==> config.mk <==
export PLATFORM = sky130hd
export DESIGN_NAME = fp_op_sequencer_flat
export DESIGN_NICKNAME = d
export VERILOG_FILES = /design/src/rtl/fp_alu_pkg.sv /design/src/rtl/fp_op_sequencer_if.sv /design/src/rtl/fp_op_fifo.sv /design/src/rtl/fp_op_sequencer.sv /design/src/flat_wrapper.sv
export SDC_FILE = /design/constraint.sdc
export NUM_CORES = 1
export LEC_CHECK = 0
export ABC_AREA = 1
export BUFFER_PORTS_ARGS = -buffer_cell sky130_fd_sc_hd__buf_2
export CAP_MARGIN = 40
export CORE_MARGIN = 2
export CORE_UTILIZATION = 45
export DETAILED_ROUTE_END_ITERATION = 8
export GPL_TIMING_DRIVEN = 0
export PLACE_DENSITY = 0.66
export SYNTH_ARGS = -nofsm -noshare
export SYNTH_HDL_FRONTEND = slang
export SYNTH_SLANG_ARGS = --single-unit
==> constraint.sdc <==
create_clock -name clk -period 11.6 [get_ports clk]
set_input_delay 1.74 -clock clk [delete_from_list [all_inputs] [get_ports clk]]
set_output_delay 1.74 -clock clk [all_outputs]
set_load 0.05 [all_outputs]
==> src/rtl/fp_alu_pkg.sv <==
// Shared types, constants and result classification for the FP ALU sequencer.
// Optional flag logic in fp_op_sequencer is enabled with FP_SEQ_FLAGS_EN.
package fp_alu_pkg;

    typedef enum logic [1:0] {
        IDLE,
        SETTLE,
        HOLD
    } seq_state_e;

    localparam logic       OP_ADD       = 1'b0;
    localparam logic       OP_MUL       = 1'b1;
    localparam logic [7:0] EXP_ALL_ONES = 8'hFF;

    localparam int FLG_NAN       = 4;
    localparam int FLG_INF       = 3;
    localparam int FLG_OVERFLOW  = 2;
    localparam int FLG_UNDERFLOW = 1;
    localparam int FLG_ZERO      = 0;

    // Magnitudes only: sign bits never influence any flag.
    function automatic logic [4:0] classify(
        input logic [30:0] res_mag,
        input logic [30:0] in1_mag,
        input logic [30:0] in2_mag,
        input logic        sel
    );
        logic [4:0] flags;
        logic       exp_max;
        logic       man_nz;
        logic       in1_fin;
        logic       in2_fin;
        flags   = '0;
        exp_max = (res_mag[30:23] == EXP_ALL_ONES);
        man_nz  = (res_mag[22:0] != '0);
        in1_fin = (in1_mag[30:23] != EXP_ALL_ONES);
        in2_fin = (in2_mag[30:23] != EXP_ALL_ONES);
        flags[FLG_NAN]      = exp_max && man_nz;
        flags[FLG_INF]      = exp_max && !man_nz;
        flags[FLG_OVERFLOW] = flags[FLG_INF] && in1_fin && in2_fin;
        flags[FLG_ZERO]     = (res_mag == '0);
        flags[FLG_UNDERFLOW] =
            ((res_mag[30:23] == '0) && man_nz) ||
            (flags[FLG_ZERO] && (sel == OP_MUL) &&
             (in1_mag != '0) && in1_fin && (in2_mag != '0) && in2_fin);
        return flags;
    endfunction

endpackage

==> src/rtl/fp_op_sequencer_if.sv <==
// Operand input stream and result output stream of the FP ALU sequencer.
interface fp_op_sequencer_if #(
    parameter int XLEN = 32
);
    logic            in_valid;
    logic            in_ready;
    logic [XLEN-1:0] in_a;
    logic [XLEN-1:0] in_b;
    logic            in_op;
    logic            out_valid;
    logic            out_ready;
    logic [XLEN-1:0] out_result;
    logic [4:0]      out_flags;

    modport master (
        output in_valid, in_a, in_b, in_op, out_ready,
        input  in_ready, out_valid, out_result, out_flags
    );

    modport slave (
        input  in_valid, in_a, in_b, in_op, out_ready,
        output in_ready, out_valid, out_result, out_flags
    );
endinterface

==> src/rtl/fp_op_fifo.sv <==
// Synchronous FIFO of {op, a, b} entries with full/empty and async active-low reset.
module fp_op_fifo #(
    parameter int WIDTH = 65,
    parameter int DEPTH = 4
) (
    input  logic             clk,
    input  logic             rst_n,
    input  logic             push,
    input  logic [WIDTH-1:0] wdata,
    input  logic             pop,
    output logic [WIDTH-1:0] rdata,
    output logic             full,
    output logic             empty
);
    localparam int AW = $clog2(DEPTH);

    logic [AW:0]      wr_ptr;
    logic [AW:0]      rd_ptr;
    logic [WIDTH-1:0] mem [DEPTH];
    logic             do_push;
    logic             do_pop;

    assign do_push = push && !full;
    assign do_pop  = pop && !empty;

    // Extra pointer MSB distinguishes full from empty when the indices match.
    assign empty = (wr_ptr == rd_ptr);
    assign full  = (wr_ptr[AW] != rd_ptr[AW]) && (wr_ptr[AW-1:0] == rd_ptr[AW-1:0]);
    assign rdata = mem[rd_ptr[AW-1:0]];

    always_ff @(posedge clk or negedge rst_n) begin
        if (!rst_n) begin
            wr_ptr <= '0;
            rd_ptr <= '0;
        end else begin
            if (do_push) wr_ptr <= wr_ptr + (AW+1)'(1);
            if (do_pop)  rd_ptr <= rd_ptr + (AW+1)'(1);
        end
    end

    always_ff @(posedge clk) begin
        if (do_push) mem[wr_ptr[AW-1:0]] <= wdata;
    end

endmodule

==> src/rtl/fp_op_sequencer.sv <==
// Buffers operand pairs, drives the combinational FP ALU and captures its result.
// Define FP_SEQ_FLAGS_EN to register classification flags; otherwise out_flags is 0.
module fp_op_sequencer
    import fp_alu_pkg::*;
#(
    parameter int XLEN          = 32,
    parameter int FIFO_DEPTH    = 4,
    parameter int SETTLE_CYCLES = 1
) (
    input  logic              clk,
    input  logic              rst_n,
    fp_op_sequencer_if.slave  bus,
    output logic [XLEN-1:0]   alu_in1,
    output logic [XLEN-1:0]   alu_in2,
    output logic              alu_sel,
    input  logic [XLEN-1:0]   alu_result,
    output logic              busy
);
    localparam int FW    = 2*XLEN + 1;
    localparam int CNT_W = (SETTLE_CYCLES < 2) ? 1 : $clog2(SETTLE_CYCLES + 1);

    seq_state_e       state, state_d;
    logic [CNT_W-1:0] cnt, cnt_d;
    logic [FW-1:0]    head;
    logic             full;
    logic             empty;
    logic             push;
    logic             pop;
    logic             capture;
    logic             release_out;
    logic             out_valid_q;
    logic [XLEN-1:0]  out_result_q;

    assign push         = bus.in_valid && !full;
    assign bus.in_ready = !full;
    assign bus.out_valid  = out_valid_q;
    assign bus.out_result = out_result_q;
    assign busy = !empty || (state != IDLE);

    fp_op_fifo #(
        .WIDTH (FW),
        .DEPTH (FIFO_DEPTH)
    ) u_fifo (
        .clk   (clk),
        .rst_n (rst_n),
        .push  (push),
        .wdata ({bus.in_op, bus.in_a, bus.in_b}),
        .pop   (pop),
        .rdata (head),
        .full  (full),
        .empty (empty)
    );

    always_comb begin
        state_d     = state;
        cnt_d       = cnt;
        pop         = 1'b0;
        capture     = 1'b0;
        release_out = 1'b0;
        case (state)
            IDLE: begin
                if (!empty) begin
                    pop     = 1'b1;
                    cnt_d   = CNT_W'(SETTLE_CYCLES);
                    state_d = SETTLE;
                end
            end
            SETTLE: begin
                cnt_d = cnt - CNT_W'(1);
                if (cnt == CNT_W'(1)) begin
                    capture = 1'b1;
                    state_d = HOLD;
                end
            end
            HOLD: begin
                // Handing off a result and issuing the next queued op share one edge.
                if (out_valid_q && bus.out_ready) begin
                    release_out = 1'b1;
                    if (!empty) begin
                        pop     = 1'b1;
                        cnt_d   = CNT_W'(SETTLE_CYCLES);
                        state_d = SETTLE;
                    end else begin
                        state_d = IDLE;
                    end
                end
            end
            default: state_d = IDLE;
        endcase
    end

    always_ff @(posedge clk or negedge rst_n) begin
        if (!rst_n) begin
            state        <= IDLE;
            cnt          <= '0;
            alu_in1      <= '0;
            alu_in2      <= '0;
            alu_sel      <= 1'b0;
            out_valid_q  <= 1'b0;
            out_result_q <= '0;
        end else begin
            state <= state_d;
            cnt   <= cnt_d;
            if (pop) begin
                alu_sel <= head[2*XLEN];
                alu_in1 <= head[2*XLEN-1:XLEN];
                alu_in2 <= head[XLEN-1:0];
            end
            if (capture) begin
                out_valid_q  <= 1'b1;
                out_result_q <= alu_result;
            end else if (release_out) begin
                out_valid_q <= 1'b0;
            end
        end
    end

`ifdef FP_SEQ_FLAGS_EN
    logic [4:0] flags_q;

    always_ff @(posedge clk or negedge rst_n) begin
        if (!rst_n) begin
            flags_q <= '0;
        end else if (capture) begin
            flags_q <= classify(alu_result[30:0], alu_in1[30:0], alu_in2[30:0], alu_sel);
        end
    end

    assign bus.out_flags = flags_q;
`else
    assign bus.out_flags = '0;
`endif

endmodule

==> src/flat_wrapper.sv <==
// flat-port wrapper written by rule: the top's interface ports become plain ports
module fp_op_sequencer_flat import fp_alu_pkg::*;
#(
    parameter int XLEN          = 32,
    parameter int FIFO_DEPTH    = 4,
    parameter int SETTLE_CYCLES = 1
)
  (clk, rst_n, alu_in1, alu_in2, alu_sel, alu_result, busy, bus_in_valid, bus_in_a, bus_in_b, bus_in_op, bus_out_ready, bus_in_ready, bus_out_valid, bus_out_result, bus_out_flags);
  fp_op_sequencer_if #(.XLEN(XLEN)) bus_i ();
  input  logic clk;
  input  logic rst_n;
  output logic [XLEN-1:0] alu_in1;
  output logic [XLEN-1:0] alu_in2;
  output logic alu_sel;
  input  logic [XLEN-1:0] alu_result;
  output logic busy;
  input wire logic [$bits(bus_i.in_valid)-1:0] bus_in_valid;
  input wire logic [$bits(bus_i.in_a)-1:0] bus_in_a;
  input wire logic [$bits(bus_i.in_b)-1:0] bus_in_b;
  input wire logic [$bits(bus_i.in_op)-1:0] bus_in_op;
  input wire logic [$bits(bus_i.out_ready)-1:0] bus_out_ready;
  output wire logic [$bits(bus_i.in_ready)-1:0] bus_in_ready;
  output wire logic [$bits(bus_i.out_valid)-1:0] bus_out_valid;
  output wire logic [$bits(bus_i.out_result)-1:0] bus_out_result;
  output wire logic [$bits(bus_i.out_flags)-1:0] bus_out_flags;
  assign bus_i.in_valid = bus_in_valid;
  assign bus_i.in_a = bus_in_a;
  assign bus_i.in_b = bus_in_b;
  assign bus_i.in_op = bus_in_op;
  assign bus_i.out_ready = bus_out_ready;
  assign bus_in_ready = bus_i.in_ready;
  assign bus_out_valid = bus_i.out_valid;
  assign bus_out_result = bus_i.out_result;
  assign bus_out_flags = bus_i.out_flags;
  fp_op_sequencer #(.XLEN(XLEN), .FIFO_DEPTH(FIFO_DEPTH), .SETTLE_CYCLES(SETTLE_CYCLES)) u_core (.clk(clk), .rst_n(rst_n), .bus(bus_i), .alu_in1(alu_in1), .alu_in2(alu_in2), .alu_sel(alu_sel), .alu_result(alu_result), .busy(busy));
endmodule
==> results.json <==
{
  "total_power_mw": 5.55,
  "critical-path-max-stage-delay_ns": 0.56,
  "totalWireLength_um": 34600,
  "fin_skew_ns": 0.0154,
  "crit_arrival_ns": 2.11,
  "drive_gt1_share_pct": 21.0,
  "area_growth_pct": 21.7,
  "io_pins": 206,
  "status": "complete, no violations",
  "wl_met3_um": 2300,
  "place_hpwl_um": 22300,
  "grt_max_degree": 90,
  "start_kind": "flop",
  "crit_buf_inv": 3,
  "grt_pass1_vias": 9764,
  "cts_setup_buffers": 0,
  "routabilityCongestion": 0.756,
  "power_density_mw_per_mm2": 313,
  "critPathKind": "reg2out",
  "crit_family": "buffers and inverters",
  "firstDrtPassIters": 4,
  "cts_root_buffer": "clkbuf_16",
  "route.vias.total": 10000,
  "hold_class": "reg2reg",
  "postPlaceCellArea_mm2": 0.0164,
  "core_area_mm2": 0.0317,
  "fin_crit_sh_pct": 33.2,
  "die_w_um": 184,
  "hold_ws_ns": 0.471,
  "routed.top_layer": "met5",
  "rsz0062_at_grt": "false",
  "via_per_inst": 4.96,
  "wire_per_inst_um": 17.1,
  "drt_iter0_markers": 625,
  "cts_sinks": 367,
  "gr-total-overflow": 0,
  "port_buffers": 200,
  "synthCells": 1325,
  "fmax_mhz": 260,
  "end_kind": "primary output",
  "finish.instance_area_mm2": 0.0177,
  "hold_viol_final": 0,
  "setup_viol": 0,
  "ir_drop_mv": 0.140,
  "htreeDepth": 2,
  "avgSynthCellArea_um2": 11.0,
  "std_cell_rows": 65,
  "ctsHoldBuffers": 0,
  "antenna_found_initial": 8,
  "cts_tree": "done",
  "grt_first_pass_wirelength_um": 52800,
  "relSlewSlack_pct": 48.2,
  "wl_met1_um": 14800,
  "ys_warn_count": 0,
  "post-route-util_pct": 55.9,
  "grt_usage_pct": 20.4,
  "p_leak_nw": 7.80,
  "cap_violations": 0,
  "wl_met2_um": 16800,
  "path_max_fanout": 10,
  "clock_path_buffers": 3,
  "period_needed_ns": 3.85,
  "start_util_pct": 45.9,
  "synth_cell_types": 24,
  "cp_slowest_cell": "dfrtp_1",
  "cts_resized": 0,
  "die_y_um": 184,
  "clkTransAtPathRegs_ns": 0.06,
  "fin_setup_tns_ns": 0,
  "cp_cell_sequence": "inv_1 -> nand2_1 -> nand2_1 -> nand3_4 -> buf_4 -> nand3b_1 -> buf_2",
  "crit_top_cell": "nand2_1",
  "required_ns": 9.86,
  "synth_area_mm2": 0.0146,
  "worstMarginPinSlew_ns": 0.776,
  "final_nets": 1688,
  "drc_errors": 0,
  "ys_ff_latch": 367,
  "die_area_mm2": 0.0338,
  "yosysSeqAreaShare_pct": 72.0,
  "clkLatencyLatePin_ns": 0.51,
  "antenna_left": 0,
  "reg2reg_slack_ns": 9.02,
  "drv_slew": 0,
  "numCtsBuffers": 39
}
flip-flops by register name, indices dropped and copies added (netlist names):
name,count
u_core.alu_in1,32
u_core.alu_in2,32
u_core.alu_sel,1
u_core.bus.out_result,32
u_core.bus.out_valid,1
u_core.cnt,1
u_core.state,2
u_core.u_fifo.mem,260
u_core.u_fifo.rd_ptr,3
u_core.u_fifo.wr_ptr,3
placed cells by master, fill, tap and decap left out, drive strengths merged, types with 2 or more instances in the layout:
cell and count:
a21oi 2, buf 273, bufinv 3, clkbuf 74, clkinv 6, conb 5
dfrtp 107, diode 5, edfxtp 260, ha 5, inv 79, nand2 387
nand3 74, nor2 202, o21ai 130, xor2 2
kinds of logic (layout without fill, tap and decap cells):
kind of cell | after synthesis | in the layout | share of synthesized area [%]
DFF | 367 | 367 | 72.0
and+or+nand+nor | 664 | 664 | 18.0
other | 1 | 10 | 0.0258
xor gates and xnor gates | 2 | 2 | 0.120
adders and majority gates | 5 | 5 | 0.430
buffers and inverters | 153 | 436 | 4.82
AOI/OAI and AO/OA | 133 | 133 | 4.62
cell usage after synthesis (all sizes together):
library cell	instances	area [µm²]
xor2	2	17.5
conb	1	3.75
inv	78	293
clkbuf	14	52.6
dfrtp	107	2680
a21oi	2	13.8
edfxtp	260	7810
o21ai	130	651
nand3	74	383
o31ai	1	7.51
nand3b	1	7.51
buf	61	357
nor2	202	766
nand2	387	1460
ha	5	62.6
worst register-to-register path: cells and delay by family (launching register included):
| family | cells | cell delay [ns] |
|---|---|---|
| flops | 1 | 0.56 |
| simple gates | 5 | 1.35 |
| buf+inv | 2 | 0.34 |
path summary, 6_finish.rpt:
| check | start | endpoint | depth (start not counted) |
|---|---|---|---|
| max | u_core.u_fifo.rd_ptr[1] | busy | 7 |
| min | u_core.bus.out_result[14] | u_core.bus.out_result[14] | 2 |
| max reg2reg | u_core.u_fifo.rd_ptr[1] | u_core.u_fifo.mem[2][45] | 7 |
| min reg2reg | u_core.bus.out_result[14] | u_core.bus.out_result[14] | 2 |
| max in group asynchronous | rst_n | u_core.alu_in2[16] | 2 |
| min in group asynchronous | rst_n | u_core.alu_in1[11] | 1 |
per-layer routing:
metal	vias to the layer above	GRT usage, %
li1	4882	-
met1	4723	26.2
met2	340	34.7
met3	58	4.06
met4	6	6.75
met5	-	0
cell type report:
cell class                 instances  area (µm²)
fill                            2667       14000
buffer                            75         409
clock inverter                    11         140
inverter                          78         293
tap                              402         503
sequential                       367       10500
multi-input combinational        809        3410
antenna                            5        12.5
clock buffer                      60        1160
timing repair buffer             212        1300
where the power goes:
part | internal, mW | total (mW) | switching (mW)
sequential | 1.81 | 1.95 | 0.140
combinational | 0.615 | 2.37 | 1.76
clock | 0.756 | 1.23 | 0.476
total | 3.18 | 5.55 | 2.37
stage by stage:
stage	std cells	worst slack, ns
2_1_floorplan	1329	6.47
3_3_place_gp	1931	3.88
3_5_place_dp	1943	8.15
4_1_cts	2014	7.71
5_1_grt	2017	7.63
6_report	2019	7.75
Note: power is estimated with default switching activity, not from simulation.
